[config.mk]
export PLATFORM = sky130hd
export DESIGN_NAME = cp0_exc_unit
export DESIGN_NICKNAME = d
export VERILOG_FILES = /design/src/rtl/cp0_exc_unit.sv
export SDC_FILE = /design/constraint.sdc
export NUM_CORES = 1
export LEC_CHECK = 0
export ABC_AREA = 1
export CELL_PAD_IN_SITES_DETAIL_PLACEMENT = 1
export CELL_PAD_IN_SITES_GLOBAL_PLACEMENT = 1
export CORE_MARGIN = 1.5
export CORE_UTILIZATION = 40
export DETAILED_ROUTE_END_ITERATION = 7
export DONT_BUFFER_PORTS = 1
export GPL_TIMING_DRIVEN = 0
export PLACE_DENSITY = 0.89
export SYNTH_ARGS = -nofsm -noshare
export SYNTH_HDL_FRONTEND = slang
export SYNTH_SLANG_ARGS = --single-unit
[constraint.sdc]
create_clock -name cpu_clk_50M -period 2.1 [get_ports cpu_clk_50M]
set_clock_uncertainty 0.1 [all_clocks]
set_input_delay 0.315 -clock cpu_clk_50M [delete_from_list [all_inputs] [get_ports cpu_clk_50M]]
set_output_delay 0.315 -clock cpu_clk_50M [all_outputs]
set_load 0.01 [all_outputs]
[src/rtl/cp0_exc_unit.sv]
// CP0 coprocessor block: BadVAddr, Count, Compare, Status, Cause and EPC,
// with interrupt gating, a Count prescaler, a sticky timer interrupt and
// exception entry/return sequencing for the MEM stage.
module cp0_exc_unit #(
    parameter int          NUM_HW_INT       = 6,
    parameter int          COUNT_DIV        = 2,
    parameter int          TIMER_ZERO_GUARD = 1,
    parameter logic [31:0] EXC_VECTOR       = 32'hBFC0_0380,
    parameter logic [31:0] INT_VECTOR       = 32'hBFC0_0380,
    parameter logic [31:0] PC_RESET         = 32'hBFC0_0000
) (
    input  logic                  cpu_clk_50M,
    input  logic                  cpu_rst,
    input  logic                  we,
    input  logic [4:0]            waddr,
    input  logic [31:0]           wdata,
    input  logic                  re,
    input  logic [4:0]            raddr,
    output logic [31:0]           rdata,
    input  logic [NUM_HW_INT-1:0] int_i,
    input  logic [31:0]           pc_i,
    input  logic                  in_delay_i,
    input  logic [4:0]            exccode_i,
    input  logic [31:0]           badvaddr_i,
    output logic                  flush,
    output logic                  flush_im,
    output logic [31:0]           cp0_excaddr,
    output logic                  int_req,
    output logic [31:0]           status_o,
    output logic [31:0]           cause_o,
    output logic [31:0]           epc_o,
    output logic                  timer_int_o
);

    localparam logic [4:0]  REG_BADVADDR = 5'd8;
    localparam logic [4:0]  REG_COUNT    = 5'd9;
    localparam logic [4:0]  REG_COMPARE  = 5'd11;
    localparam logic [4:0]  REG_STATUS   = 5'd12;
    localparam logic [4:0]  REG_CAUSE    = 5'd13;
    localparam logic [4:0]  REG_EPC      = 5'd14;

    localparam logic [4:0]  EXC_NONE = 5'h10;
    localparam logic [4:0]  EXC_ERET = 5'h11;
    localparam logic [4:0]  EXC_INT  = 5'h00;
    localparam logic [4:0]  EXC_ADEL = 5'h04;
    localparam logic [4:0]  EXC_ADES = 5'h05;

    localparam logic [31:0] STATUS_MASK  = 32'h1000_FF03;
    localparam logic [31:0] STATUS_RESET = 32'h1000_0000;
    localparam logic [3:0]  PRESC_MAX    = 4'(COUNT_DIV - 1);

    logic [31:0] badvaddr_q, badvaddr_d;
    logic [31:0] count_q, count_d;
    logic [3:0]  presc_q, presc_d;
    logic [31:0] compare_q, compare_d;
    logic [31:0] status_q, status_d;
    logic        bd_q, bd_d;
    logic        ti_q, ti_d;
    logic [5:0]  ip_hw_q, ip_hw_d;
    logic [1:0]  ip_sw_q, ip_sw_d;
    logic [4:0]  exccode_q, exccode_d;
    logic [31:0] epc_q, epc_d;
    logic        timer_q, timer_d;
    logic        int_req_q, int_req_d;
    logic        flush_im_q;

    logic [31:0] cause_q;
    logic [5:0]  hw_pad;
    logic        is_exc, is_eret, wr_ok, timer_hit;

    assign cause_q = {bd_q, ti_q, 14'b0, ip_hw_q, ip_sw_q, 1'b0, exccode_q, 2'b0};

    assign is_eret = (exccode_i == EXC_ERET);
    assign is_exc  = (exccode_i != EXC_NONE) && !is_eret;
    // An mtc0 that coincides with an exception or ERET is discarded.
    assign wr_ok   = we && !is_exc && !is_eret;

    // Next-state logic for every CP0 field.
    always_comb begin
        hw_pad     = '0;
        for (int i = 0; i < NUM_HW_INT; i++) hw_pad[i] = int_i[i];

        badvaddr_d = badvaddr_q;
        count_d    = count_q;
        presc_d    = presc_q;
        compare_d  = compare_q;
        status_d   = status_q;
        bd_d       = bd_q;
        epc_d      = epc_q;
        exccode_d  = exccode_q;
        ip_sw_d    = ip_sw_q;

        ip_hw_d    = {hw_pad[5] | timer_q, hw_pad[4:0]};
        ti_d       = timer_q;

        if (wr_ok && waddr == REG_COUNT) begin
            count_d = wdata;
            presc_d = '0;
        end else if (presc_q == PRESC_MAX) begin
            count_d = count_q + 32'd1;
            presc_d = '0;
        end else begin
            presc_d = presc_q + 4'd1;
        end

        if (wr_ok && waddr == REG_COMPARE) compare_d = wdata;
        if (wr_ok && waddr == REG_STATUS)  status_d  = wdata & STATUS_MASK;
        if (wr_ok && waddr == REG_CAUSE)   ip_sw_d   = wdata[9:8];
        if (wr_ok && waddr == REG_EPC)     epc_d     = wdata;

        if (is_exc) begin
            if (!status_q[1]) begin
                epc_d = in_delay_i ? (pc_i - 32'd4) : pc_i;
                bd_d  = in_delay_i;
            end
            status_d[1] = 1'b1;
            exccode_d   = exccode_i;
            if (exccode_i == EXC_ADEL || exccode_i == EXC_ADES) badvaddr_d = badvaddr_i;
        end else if (is_eret) begin
            status_d[1] = 1'b0;
        end

        // Compare against the Count value being loaded so the flag rises on
        // the same edge Count reaches Compare.
        timer_hit = (count_d == compare_q) && ((TIMER_ZERO_GUARD == 0) || (compare_q != 32'd0));
        if (wr_ok && waddr == REG_COMPARE) timer_d = 1'b0;
        else                               timer_d = timer_q | timer_hit;

        int_req_d = status_q[0] && !status_q[1] && |(cause_q[15:8] & status_q[15:8]);
    end

    // State registers with synchronous reset taking priority over everything.
    always_ff @(posedge cpu_clk_50M) begin
        if (cpu_rst) begin
            badvaddr_q <= '0;
            count_q    <= '0;
            presc_q    <= '0;
            compare_q  <= '0;
            status_q   <= STATUS_RESET;
            bd_q       <= 1'b0;
            ti_q       <= 1'b0;
            ip_hw_q    <= '0;
            ip_sw_q    <= '0;
            exccode_q  <= '0;
            epc_q      <= '0;
            timer_q    <= 1'b0;
            int_req_q  <= 1'b0;
            flush_im_q <= 1'b0;
        end else begin
            badvaddr_q <= badvaddr_d;
            count_q    <= count_d;
            presc_q    <= presc_d;
            compare_q  <= compare_d;
            status_q   <= status_d;
            bd_q       <= bd_d;
            ti_q       <= ti_d;
            ip_hw_q    <= ip_hw_d;
            ip_sw_q    <= ip_sw_d;
            exccode_q  <= exccode_d;
            epc_q      <= epc_d;
            timer_q    <= timer_d;
            int_req_q  <= int_req_d;
            flush_im_q <= flush;
        end
    end

    // Redirect address and flush; ERET forwards a same-cycle EPC write.
    always_comb begin
        flush       = 1'b0;
        cp0_excaddr = 32'd0;
        if (cpu_rst) begin
            cp0_excaddr = PC_RESET;
        end else if (exccode_i != EXC_NONE) begin
            flush = 1'b1;
            if (exccode_i == EXC_INT)      cp0_excaddr = INT_VECTOR;
            else if (is_eret)              cp0_excaddr = (we && waddr == REG_EPC) ? wdata : epc_q;
            else                           cp0_excaddr = EXC_VECTOR;
        end
    end

    // mfc0 read port, no write bypass.
    always_comb begin
        rdata = 32'd0;
        if (!cpu_rst && re) begin
            case (raddr)
                REG_BADVADDR: rdata = badvaddr_q;
                REG_COUNT:    rdata = count_q;
                REG_COMPARE:  rdata = compare_q;
                REG_STATUS:   rdata = status_q;
                REG_CAUSE:    rdata = cause_q;
                REG_EPC:      rdata = epc_q;
                default:      rdata = 32'd0;
            endcase
        end
    end

    assign flush_im    = flush_im_q;
    assign int_req     = int_req_q;
    assign status_o    = status_q;
    assign cause_o     = cause_q;
    assign epc_o       = epc_q;
    assign timer_int_o = timer_q;

endmodule

Yosys cells after proc, flatten, opt, wreduce, memory -nomap -nowiden --
Cells that the tools add are included.
Storage, ports and cells: register bits 161, bits of input ports 122, output and inout bits 164, word-level logic and storage cells 83
Cells by class: $add $sub $neg 3, equality and inequality tests 17, muxes and demuxes 18, bitwise logic cells 4, reductions and logical operators 26
Operators with widths (count):
- $mux W32 | 12
- $pmux W32 S6 | 1
- $eq A5 B4 Y1 const B | 11
- $add A32 B1 Y32 const B | 1
- $eq A32 B32 Y1 | 1
- $reduce_bool A32 Y1 | 1
- $sub A32 B3 Y32 const B | 1
- $logic_and A1 B1 Y1 | 13
- $eq A5 B3 Y1 const B | 2
- $and A8 B8 Y8 | 1
- $reduce_or A8 Y1 | 1
- $eq A5 B5 Y1 const B | 1
- $logic_not A5 Y1 | 1
- $ne A5 B5 Y1 const B | 1
- $add A4 B1 Y4 const B | 1
- $eq A4 B1 Y1 const B | 1
- $logic_not A1 Y1 | 4
- $mux W1 | 4
- $reduce_and A2 Y1 | 2
- $reduce_bool A3 Y1 | 1
- $reduce_or A3 Y1 | 1
- $mux W2 | 1
- $or A1 B1 Y1 | 2
- $reduce_or A2 Y1 | 1
- 2 further kinds | 2

Depth between registers and ports, before layout --
Gate-level depths: netlist of the first run.
word-level depth 11, mapped depth 19, mapped depth without buffers 19

Least setup slack after synthesis of the first run --
No wires, ideal clock.
path type input port to output port, from in waddr[4], to out cp0_excaddr[25], arrival 1.628 ns, data required time 1.685 ns, setup slack 0.057 ns, stages 7, path buffers 2, cell sequence inv_1 > nand3_1 > nor4_2 > clkbuf_1 > clkbuf_1 > a21oi_1 > o21ai_0
On the way: word-level cells in the longest chain between the ends 7
Ends and longest elaborated chain:
- start: declaration | line 15 | input logic [4:0] waddr,
- $eq A5 B4 Y1 | line 176 | else if (is_eret) cp0_excaddr = (we && waddr == REG_EPC) ? wdata : epc_q;
- $logic_and A1 B1 Y1 | line 176
- $mux W32 (2 in a row) | line 176
- $mux W32 | line 175 | if (exccode_i == EXC_INT) cp0_excaddr = INT_VECTOR;
- $mux W32 | line 173 | end else if (exccode_i != EXC_NONE) begin
- $mux W32 | line 171 | if (cpu_rst) begin
- end: declaration | line 27 | output logic [31:0] cp0_excaddr,
Every way passes these cells.

Worst setup path after layout of the first run --
from reg presc_q[1], to reg timer_q, in the netlist timer_int_o
On the way: word-level cells in the longest chain between the ends 6
Ends and longest elaborated chain:
- start: declaration | line 54 | logic [3:0] presc_q, presc_d;
- start signal: assignment | line 152 | presc_q <= presc_d;
- $eq A4 B1 Y1 | line 99 | end else if (presc_q == PRESC_MAX) begin
- $mux W32 | line 99
- $mux W32 | line 96 | if (wr_ok && waddr == REG_COUNT) begin
- $eq A32 B32 Y1 | line 125 | timer_hit = (count_d == compare_q) && ((TIMER_ZERO_GUARD == 0) || (compare_q != 32'd0));
- $logic_and A1 B1 Y1 | line 125
- $or A1 B1 Y1 | line 127 | else timer_d = timer_q | timer_hit;
- end signal: assignment | line 161 | timer_q <= timer_d;
- end: declaration | line 63 | logic timer_q, timer_d;
Every way passes these cells. A chain may end at the register's enable or synchronous reset.

==> run_results.csv, run 1 <==
group,metric,value,unit
setup_path,critPathKind,"reg -> reg",
synth,yosys_warnings,0,
drt,firstDrtPassIters,5,
setup_path,critPathMaxStageDelay,0.34,ns
global_routing,grt_pass1_vias,13140,
die,start_util,40.42,%
outcome,violations,"negative hold slack, negative setup slack",
setup_path,cpMostUsedCell,"nand3_2",
run,drv_cap,0,
setup_path,reg2reg_depth,16,
setup_path,reg2reg_slack,-0.33,ns
final_layout,fin_util,52.52,%
drt,drt_iter0_markers,1259,
pwr,p_leak,5.522,nW
worst_hold_path,hold_path_end,"epc_o[17]",
synth,synth_edf_count,0,
die,die_area,27160,um^2
pwr,comb_power_share,13.9,%
clock_network,cts_tree,"yes",
setup_path,crit_chain,"inv_2 > ha_4 > nand2_4 > nor2_4 > nand2_2 > nor2_4 > nand2_1 > nand2_1 > nand3_2 > nand3_4 > nand3_2 > nor2_2 > nand3_2 > nor2_2 > nand3_2 > a21oi_2",
final_layout,drive_above_1_share,18.05,%
drt,avgViaCountPerCell,6.011,
synth,ys_seq_area_share,30.78,%
pwr,switching_share,28.53,%
placement,hpwlAfterDp,41360,um
setup_path,critPathCaptureType,"flop",
global_routing,overflow,0,
worst_hold_path,min_path_type,"in -> reg",
setup_path,timing.rr.start,"presc_q[1]",
setup_path,r2r_end,"timer_int_o",
timing,relSlewSlack,32.16,%
timing,finalWorstSetupSlack,-0.3258,ns
pwr,clockPowerShare,44.5,%
pwr,total_power,7.988,mW
timing,finalSetupViolations,47,
clock_network,ctsHtreeMaxLevel,4,
placement,finalWeightedCongestion,0.9851,
synth,synthFlopType,"dfxtp_1",
pwr,powerDensity,587.0,nW/um^2
setup_path,cpMaxStageDelayCell,"dfxtp_2",
die,fp.dieH,164.8,um
pwr,p_int,5.709,mW
synth,syn_inst,1706,
synth,synth.top_cells.by_area,"dfxtp_1 31%, nand2_1 11%, nor2_1 8.8%, inv_1 8.4%, o21ai_0 7.6%",
die,rows,59,
synth,yosys-top-cells-count,"312 x nand2_1, 245 x nor2_1, 233 x inv_1",
timing,hold_viol_final,3,
worst_hold_path,min_path_cells,2,
drt,drcViolationCount,0,
synth,yosys.area.top_type,"dfxtp_1",
placement,place_inst,2078,
placement,io_buffer_count,0,
synth,yosys.area.top_type_share,30.78,%
final_layout,fin_nets,2003,
synth,synthDistinctLibCells,43,
pwr,switchingPower,2.279,mW
synth,synth.avg_cell_area,6.139,um^2
timing,grt_setup_unrepaired,"yes",
clock_network,path_clk_slew,0.07,ns
timing,final-max-slew-violation-count,0,
clock_network,insertion_delay,0.45,ns
global_routing,antenna_found_initial,0,
final_layout,final_area,13610,um^2
placement,post_dp_cell_area,11030,um^2
pwr,power_frac_seq,41.5,%
drt,ant_nets,0,
clock_network,cts_buffers,17,
timing,period_minus_slack,2.426,ns
timing,max_slew.worst_pin.slew,1.018,ns
global_routing,grt_use_total,40.03,%
outcome,outcome,"finished with violations",
drt,vias,13380,
setup_path,cp_top_family,"simple AND/OR/NAND/NOR gates",
clock_network,cts.root.buffer_cell,"clkbuf_16",
setup_path,worstPathArrival,2.70,ns
synth,synth.most_common_cell,"nand2_1",
synth,ys_ff_latch,161,
pwr,ir_drop,0.3290,mV
die,die_w,164.8,um
timing,whs,-0.01552,ns
setup_path,crit_buf_inv,1,
drt,wirelength,56620,um
synth,synthArstFlopShare,0,%
clock_network,clock_sinks,161,
synth,synth_area,10470,um^2
die,coreArea,25910,um^2
final_layout,stdcell_count,2225,
die,pin_count,286,
final_layout,syn_to_final_growth,29.95,%
setup_path,crit_path_max_fanout,4,
setup_path,worstSetupStartpointType,"flop",
clock_network,cts_max_path_buffers,2,
global_routing,grt_max_degree,17,
setup_path,crit_required,2.38,ns
drt,wire_per_inst,25.45,um
global_routing,grt_pass1_wl,79900,um
worst_hold_path,hp-start,"wdata[17]",
timing,finalCritPeriodShare,115.5,%
timing,fmax,0.4122,GHz
==> flip-flops by register name (all words and copies together) (netlist names), 2 cells and up <==
signal	flops
ip_sw_q	2
presc_q	4
badvaddr_q	32
ip_hw_q	6
status_o	11
count_q	32
exccode_q	5
epc_o	32
compare_q	32
==> routing by layer <==
layer / global-route usage (%) / routed length (um) / part of all wire [%] / up-vias
met5: 0 / 0 / 0 / -
met4: 24.20 / 3729 / 6.6 / 0
met3: 12.15 / 6640 / 12 / 241
met2: 63.03 / 25060 / 44 / 874
met1: 47.81 / 21200 / 37 / 6374
li1: - / - / - / 5886
==> cells in the final DEF, fill, tap and decap left out, types with 15 or more instances in the layout <==
cell	n
a21oi_1	112
a21oi_2	20
a221oi_1	19
buf_4	67
clkbuf_1	31
clkbuf_16	18
clkbuf_2	15
conb_1	38
dfxtp_1	151
dlygate4sd3_1	88
inv_1	226
nand2_1	291
nand2_2	27
nand3_1	108
nand3_2	25
nand4_1	19
nor2_1	199
nor2_2	43
nor2_4	20
nor3_1	15
o21ai_0	140
o21ai_1	15
o22ai_1	35
==> worst max path at each step <==
stage,startpoint,endpoint,depth (start not counted)
floorplan,waddr[4],cp0_excaddr[25],7
global placement,raddr[2],rdata[11],7
detailed placement,cpu_rst,epc_o[24],7
CTS,presc_q[1],timer_int_o,17
global route,presc_q[1],timer_int_o,19
finish,presc_q[1],timer_int_o,16
==> final cells by class <==
class | count | area (um^2)
clock buffers | 18 | 439.2
repair buffers | 115 | 1112
well taps | 335 | 419.2
flip-flops and latches | 161 | 3238
plain buffers | 117 | 742.0
clock inverters | 13 | 211.5
fillers | 3425 | 12300
inverters | 236 | 890.9
diodes | 1 | 2.502
multi-input cells | 1229 | 6554
==> power by group through the flow <==
stage / Combinational [mW] / Clock, mW / Sequential, mW
after floorplan: 0.573 / 0 / 3.32
after global placement: 0.773 / 0 / 3.36
after detailed placement: 0.800 / 0 / 3.37
after CTS: 1.01 / 3.52 / 3.30
after global routing: 1.19 / 3.67 / 3.33
final: 1.11 / 3.56 / 3.32
==> cells by family after synthesis <==
family          Yosys count  share of synthesized area [%]
buf+inv                 353                          14.37
fa+ha+maj                 4                         0.4779
flops                   161                          30.78
simple gates            775                          32.03
compound gates          406                          21.80
other cells               1                        0.03581
xor+xnor                  6                         0.5018
==> stage by stage <==
step	setup slack [ns]	setup TNS (ns)
after floorplan	0.05662	0
after global placement	-0.8289	-69.61
after detailed placement	-0.8682	-77.30
after CTS	-0.2889	-1.948
after global routing	-0.4220	-5.168
final	-0.3258	-2.997
==> repair_timing <==
action	in CTS	in global routing
hold buffers	87	1
setup buffers	14	16
pin swaps	25	28
endpoints found under the hold margin	105	1
setup endpoints to repair	102	111
cloned	0	1
resized for setup	142	142
(Power assumes the default switching activity.)
==> run 2, diff against run 1 <==
--- a/config.mk
+++ b/config.mk
@@ -9,11 +9,11 @@
 export CELL_PAD_IN_SITES_DETAIL_PLACEMENT = 1
 export CELL_PAD_IN_SITES_GLOBAL_PLACEMENT = 1
 export CORE_MARGIN = 1.5
-export CORE_UTILIZATION = 40
+export CORE_UTILIZATION = 35
 export DETAILED_ROUTE_END_ITERATION = 7
 export DONT_BUFFER_PORTS = 1
 export GPL_TIMING_DRIVEN = 0
-export PLACE_DENSITY = 0.89
+export PLACE_DENSITY = 0.8
 export SYNTH_ARGS = -nofsm -noshare
 export SYNTH_HDL_FRONTEND = slang
 export SYNTH_SLANG_ARGS = --single-unit
==> run 2 against run 1 <==
The run ends with negative setup slack left. Sequential power about the same. Sequential cell count unchanged. Clock-buffer cell count increased by 3. Register-to-register slack got worse by 0.03 ns. Non-clock buffer count increased by 4. Critical path depth decreased by 1. First-iteration DRC count decreased by 7.6%. Clock power decreased by 5%. Critical path type unchanged. Critical endpoint unchanged.
==> run_results.csv, run 2 (synthesized netlist as in run 1, its figures left out) <==
group,metric,value,unit
timing,finalCritPeriodShare,117.0,%
placement,place_inst,2133,
die,pin_count,286,
timing,finalWorstSetupSlack,-0.3566,ns
timing,relSlewSlack,28.99,%
setup_path,crit_required,2.38,ns
final_layout,n_antenna_cell,0,
setup_path,cpMaxStageDelayCell,"dfxtp_4",
setup_path,cp_top_family,"simple AND/OR/NAND/NOR gates",
clock_network,ctsHtreeMaxLevel,4,
run,drv_cap,0,
clock_network,clock_sinks,161,
die,die_area,30970,um^2
timing,finalSetupViolations,18,
placement,io_buffer_count,0,
clock_network,cts_max_path_buffers,2,
placement,preCtsSetupSlack,-0.8847,ns
die,start_util,35.43,%
drt,drt_iter0_markers,1163,
clock_network,cts_buffers,17,
global_routing,overflow,0,
final_layout,final_cell_mix,"286 x nand2_1, 226 x inv_1, 194 x nor2_1",
timing,grt_setup_unrepaired,"yes",
placement,finalWeightedCongestion,0.9733,
final_layout,fin_util,46.74,%
setup_path,worstSetupStartpointType,"flop",
global_routing,grt_pass1_vias,13300,
timing,max_slew.worst_pin.slew,1.065,ns
setup_path,critPathKind,"reg -> reg",
setup_path,crit_buf_inv,0,
timing,fmax,0.4071,GHz
placement,hpwlAfterDp,42290,um
global_routing,grt_use_total,35.75,%
pwr,powerDensity,567.5,nW/um^2
timing,hold_viol_final,0,
drt,wire_per_inst,24.79,um
setup_path,critPathCaptureType,"flop",
die,fp.dieH,176.0,um
final_layout,regArea,3238,um^2
timing,period_minus_slack,2.457,ns
die,rows,63,
final_layout,multiInputGateArea,6688,um^2
final_layout,stdcell_count,2285,
final_layout,final_common_cell,"nand2_1",
global_routing,grt_pass1_wl,82250,um
setup_path,crit_path_max_fanout,6,
die,die_w,176.0,um
drt,firstDrtPassIters,5,
die,coreArea,29560,um^2
final_layout,nFillCells,3890,
final_layout,drive_above_1_share,18.84,%
drt,ant_nets,0,
pwr,ir_drop,0.4267,mV
worst_hold_path,min_path_type,"in -> reg",
final_layout,syn_to_final_growth,31.94,%
setup_path,crit_chain,"ha_4 > nand2_4 > nor2_4 > nand2_4 > nor2_4 > nand3b_1 > nand3_1 > nand3_1 > nand2_2 > nand2_1 > nor2_1 > nand2_1 > nor2_2 > nand3_2 > a21oi_2",
clock_network,insertion_delay,0.46,ns
global_routing,grt_max_degree,17,
pwr,p_leak,5.523,nW
outcome,outcome,"finished with violations",
clock_network,path_clk_slew,0.07,ns
outcome,violations,"negative setup slack",
drt,avgViaCountPerCell,5.747,
global_routing,antenna_found_initial,1,
drt,vias,13130,
setup_path,critPathMaxStageDelay,0.38,ns
setup_path,worstPathArrival,2.74,ns
drt,drcViolationCount,0,
drt,wirelength,56640,um
clock_network,cts_tree,"yes",
timing,final-max-slew-violation-count,0,
final_layout,fin_nets,2008,
clock_network,cts.root.buffer_cell,"clkbuf_16",
run 2: cell types whose count changed in the layout (fill, tap and decap cells not counted), moves of 6 or more:
cell           change
o21ai_1            -8
dlygate4sd3_1      +7
o22ai_2            +6
o21ai_0            +7
o22ai_1            -7
run 2: what timing repair did:
action	CTS	global route
setup endpoints to repair	100	105
buffers inserted	13	14
gates resized for setup	169	125
hold buffers	95	0
cloned	1	0
endpoints found under the hold margin	118	0
pin swaps	22	36
run 2: report_power, final:
group	total, mW	switching, mW	internal, mW
Clock	3.39	1.45	1.94
Combinational	1.13	0.709	0.423
Sequential	3.32	0.156	3.16
run 2: final timing paths:
path	startpoint	end	slack, ns	cells past startpoint
hold / removal	wdata[0]	compare_q[0]	0.003	2
hold reg to reg	presc_q[0]	presc_q[0]	0.37	1
setup reg to reg	presc_q[0]	timer_int_o	-0.36	15
setup / recovery	presc_q[0]	timer_int_o	-0.36	15
run 2: metal layers:
metal,up-vias,routed length (um),global-route usage (%)
met1,6284,22220,42.80
met2,758,25540,57.41
met5,-,13,0
met4,2,2922,19.05
met3,189,5951,10.92
li1,5900,-,-
run 2: final cells by class:
class / instances / share of cell area, %
flip-flops and latches: 161 / 23.44
repair buffers: 119 / 8.322
inverters: 236 / 6.475
well taps: 390 / 3.532
clock inverters: 11 / 1.132
plain buffers: 117 / 5.370
clock buffers: 21 / 3.332
multi-input cells: 1230 / 48.40
run 2: metrics by stage:
step           total power, mW  instance area [um^2]  hold WS, ns  setup TNS (ns)
3_3_place_gp             4.144                 11100       0.3234          -72.85
5_1_grt                  8.050                 13820     0.007493          -3.013
2_1_floorplan            3.890                 10610       0.3220               0
4_1_cts                  7.722                 13340    0.0002139          -1.842
3_5_place_dp             4.167                 11100       0.3276          -77.30
6_report                 7.842                 13820     0.002534          -1.293
==> run 3, diff against run 2 <==
--- a/config.mk
+++ b/config.mk
@@ -14,6 +14,8 @@
 export DONT_BUFFER_PORTS = 1
 export GPL_TIMING_DRIVEN = 0
 export PLACE_DENSITY = 0.8
+export SETUP_SLACK_MARGIN = 0.1
+export SLEW_MARGIN = 20
 export SYNTH_ARGS = -nofsm -noshare
 export SYNTH_HDL_FRONTEND = slang
 export SYNTH_SLANG_ARGS = --single-unit
==> run 3 against run 2 <==
The flow still finishes with violations (negative setup slack). Total power rose by 0.62%. Wire length is essentially flat. Global-route usage shrank 0.30 points. Sequential power hardly changed. Non-clock buffer count increased by 1. Worst hold slack got worse by 0.0010 ns. Fmax rose by 0.86%. Final area is 0.17% lower. Critical path type unchanged. Largest power group unchanged. Highest routed layer unchanged.
==> run_results.csv, run 3 (synthesized netlist as in run 1, its figures left out) <==
group,metric,value,unit
die,pin_count,286,
timing,fmax,0.4106,GHz
worst_hold_path,min_path_type,"in -> reg",
timing,finalCritPeriodShare,116.0,%
global_routing,grt_use_total,35.45,%
timing,max_slew.worst_pin.slew,0.9598,ns
global_routing,grt_pass1_wl,81650,um
global_routing,overflow,0,
setup_path,critPathKind,"reg -> reg",
placement,hpwlAfterDp,42510,um
placement,preCtsSetupSlack,-0.8561,ns
pwr,powerDensity,572.1,nW/um^2
die,fp.dieH,176.0,um
outcome,violations,"negative setup slack",
timing,finalSetupViolations,34,
global_routing,antenna_found_initial,3,
setup_path,worstSetupStartpointType,"flop",
placement,place_inst,2133,
clock_network,cts_max_path_buffers,2,
drt,ant_nets,0,
clock_network,cts_tree,"yes",
timing,finalWorstSetupSlack,-0.3356,ns
final_layout,fin_nets,2009,
run,drv_cap,0,
placement,io_buffer_count,0,
die,start_util,35.43,%
drt,wire_per_inst,24.77,um
setup_path,crit_path_max_fanout,4,
drt,wirelength,56630,um
clock_network,cts_buffers,17,
drt,vias,13050,
drt,avgViaCountPerCell,5.709,
setup_path,critPathMaxStageDelay,0.42,ns
outcome,outcome,"finished with violations",
final_layout,final_common_cell,"nand2_1",
timing,final-max-slew-violation-count,0,
die,die_w,176.0,um
die,die_area,30970,um^2
setup_path,worstPathArrival,2.71,ns
setup_path,cpMaxStageDelayCell,"dfxtp_1",
final_layout,final_cell_mix,"294 x nand2_1, 222 x inv_1, 203 x nor2_1",
die,coreArea,29560,um^2
setup_path,crit_required,2.38,ns
pwr,ir_drop,0.3850,mV
timing,setup_tns,-2.290,ns
clock_network,path_clk_slew,0.08,ns
timing,relSlewSlack,36.01,%
timing,period_minus_slack,2.436,ns
drt,drt_iter0_markers,1243,
timing,hold_viol_final,0,
timing,grt_setup_unrepaired,"yes",
drt,drcViolationCount,0,
drt,firstDrtPassIters,6,
final_layout,drive_above_1_share,18.05,%
timing,whs,0.001494,ns
final_layout,fin_util,46.66,%
setup_path,crit_chain,"nand2_1 > nor2_1 > nand2_2 > nor2_4 > nand3b_1 > nand2_1 > nand2_2 > nand3_2 > nand2_1 > nor2_2 > nand3_2 > nor2_4 > nand3_2 > a21oi_2",
clock_network,clock_sinks,161,
die,rows,63,
placement,finalWeightedCongestion,0.9649,
clock_network,ctsHtreeMaxLevel,4,
pwr,p_leak,5.546,nW
clock_network,insertion_delay,0.45,ns
global_routing,grt_pass1_vias,13160,
final_layout,syn_to_final_growth,31.71,%
setup_path,critPathCaptureType,"flop",
clock_network,cts.root.buffer_cell,"clkbuf_16",
global_routing,grt_max_degree,17,
final_layout,stdcell_count,2286,
## run 3: cell types whose count changed in the layout (fill, tap and decap cells not counted), moves of 8 or more
cell / change
nand2_1: +8
nor2_1: +9
nand2_2: -8
o21ai_0: -9
o21ai_1: +9
o22ai_2: -10
nor2_2: -11
o22ai_1: +11
## run 3: cell type report
cell class                 instances  area [um^2]
buffer                           117        782.0
sequential                       161         3247
multi-input combinational       1230         6569
fill                            3841        15770
inverter                         236        890.9
timing repair buffer             120         1189
clock buffer                      19        442.9
antenna                            1        2.502
tap                              390        488.0
clock inverter                    12        182.7
## run 3: critical path: cells and delay by family (launching register included)
kind / cells / cell delay, ns
compound gates: 1 / 0.13
flops: 1 / 0.42
simple gates: 13 / 1.70
## run 3: final timing paths
kind	from	endpoint	slack [ns]	cells after the start
worst min-delay path	wdata[13]	status_o[13]	0.001	2
worst max register to register	count_q[10]	timer_int_o	-0.34	14
worst max-delay path	count_q[10]	timer_int_o	-0.34	14
worst min register to register	presc_q[0]	presc_q[0]	0.36	1
## run 3: per-layer routing
layer  vias up  wire length (um)  track usage (%)
met5         -                13                0
met4         2              3404            19.37
met3       209              6302            9.991
met2       801             25000            56.59
met1      6134             21900            43.07
li1       5905                 -                -
## run 3: stage by stage
stage	cell area (um^2)	total power, mW
5_1_grt	13790	8.121
3_3_place_gp	11120	4.151
4_1_cts	13320	7.780
3_5_place_dp	11120	4.178
6_report	13790	7.891
2_1_floorplan	10630	3.894
## run 3: what timing repair did
item,in CTS,in global routing
gates resized for setup,174,116
hold buffers,92,1
gates cloned,1,0
pin swaps,20,34
setup endpoints to repair,118,136
endpoints found under the hold margin,111,1
buffers inserted,10,17
## run 3: where the power goes
group          total, mW  switching (mW)  internal [mW]
logic               1.12           0.694          0.430
registers           3.32           0.158           3.16
clock network       3.45            1.42           2.02
total               7.89            2.28           5.61
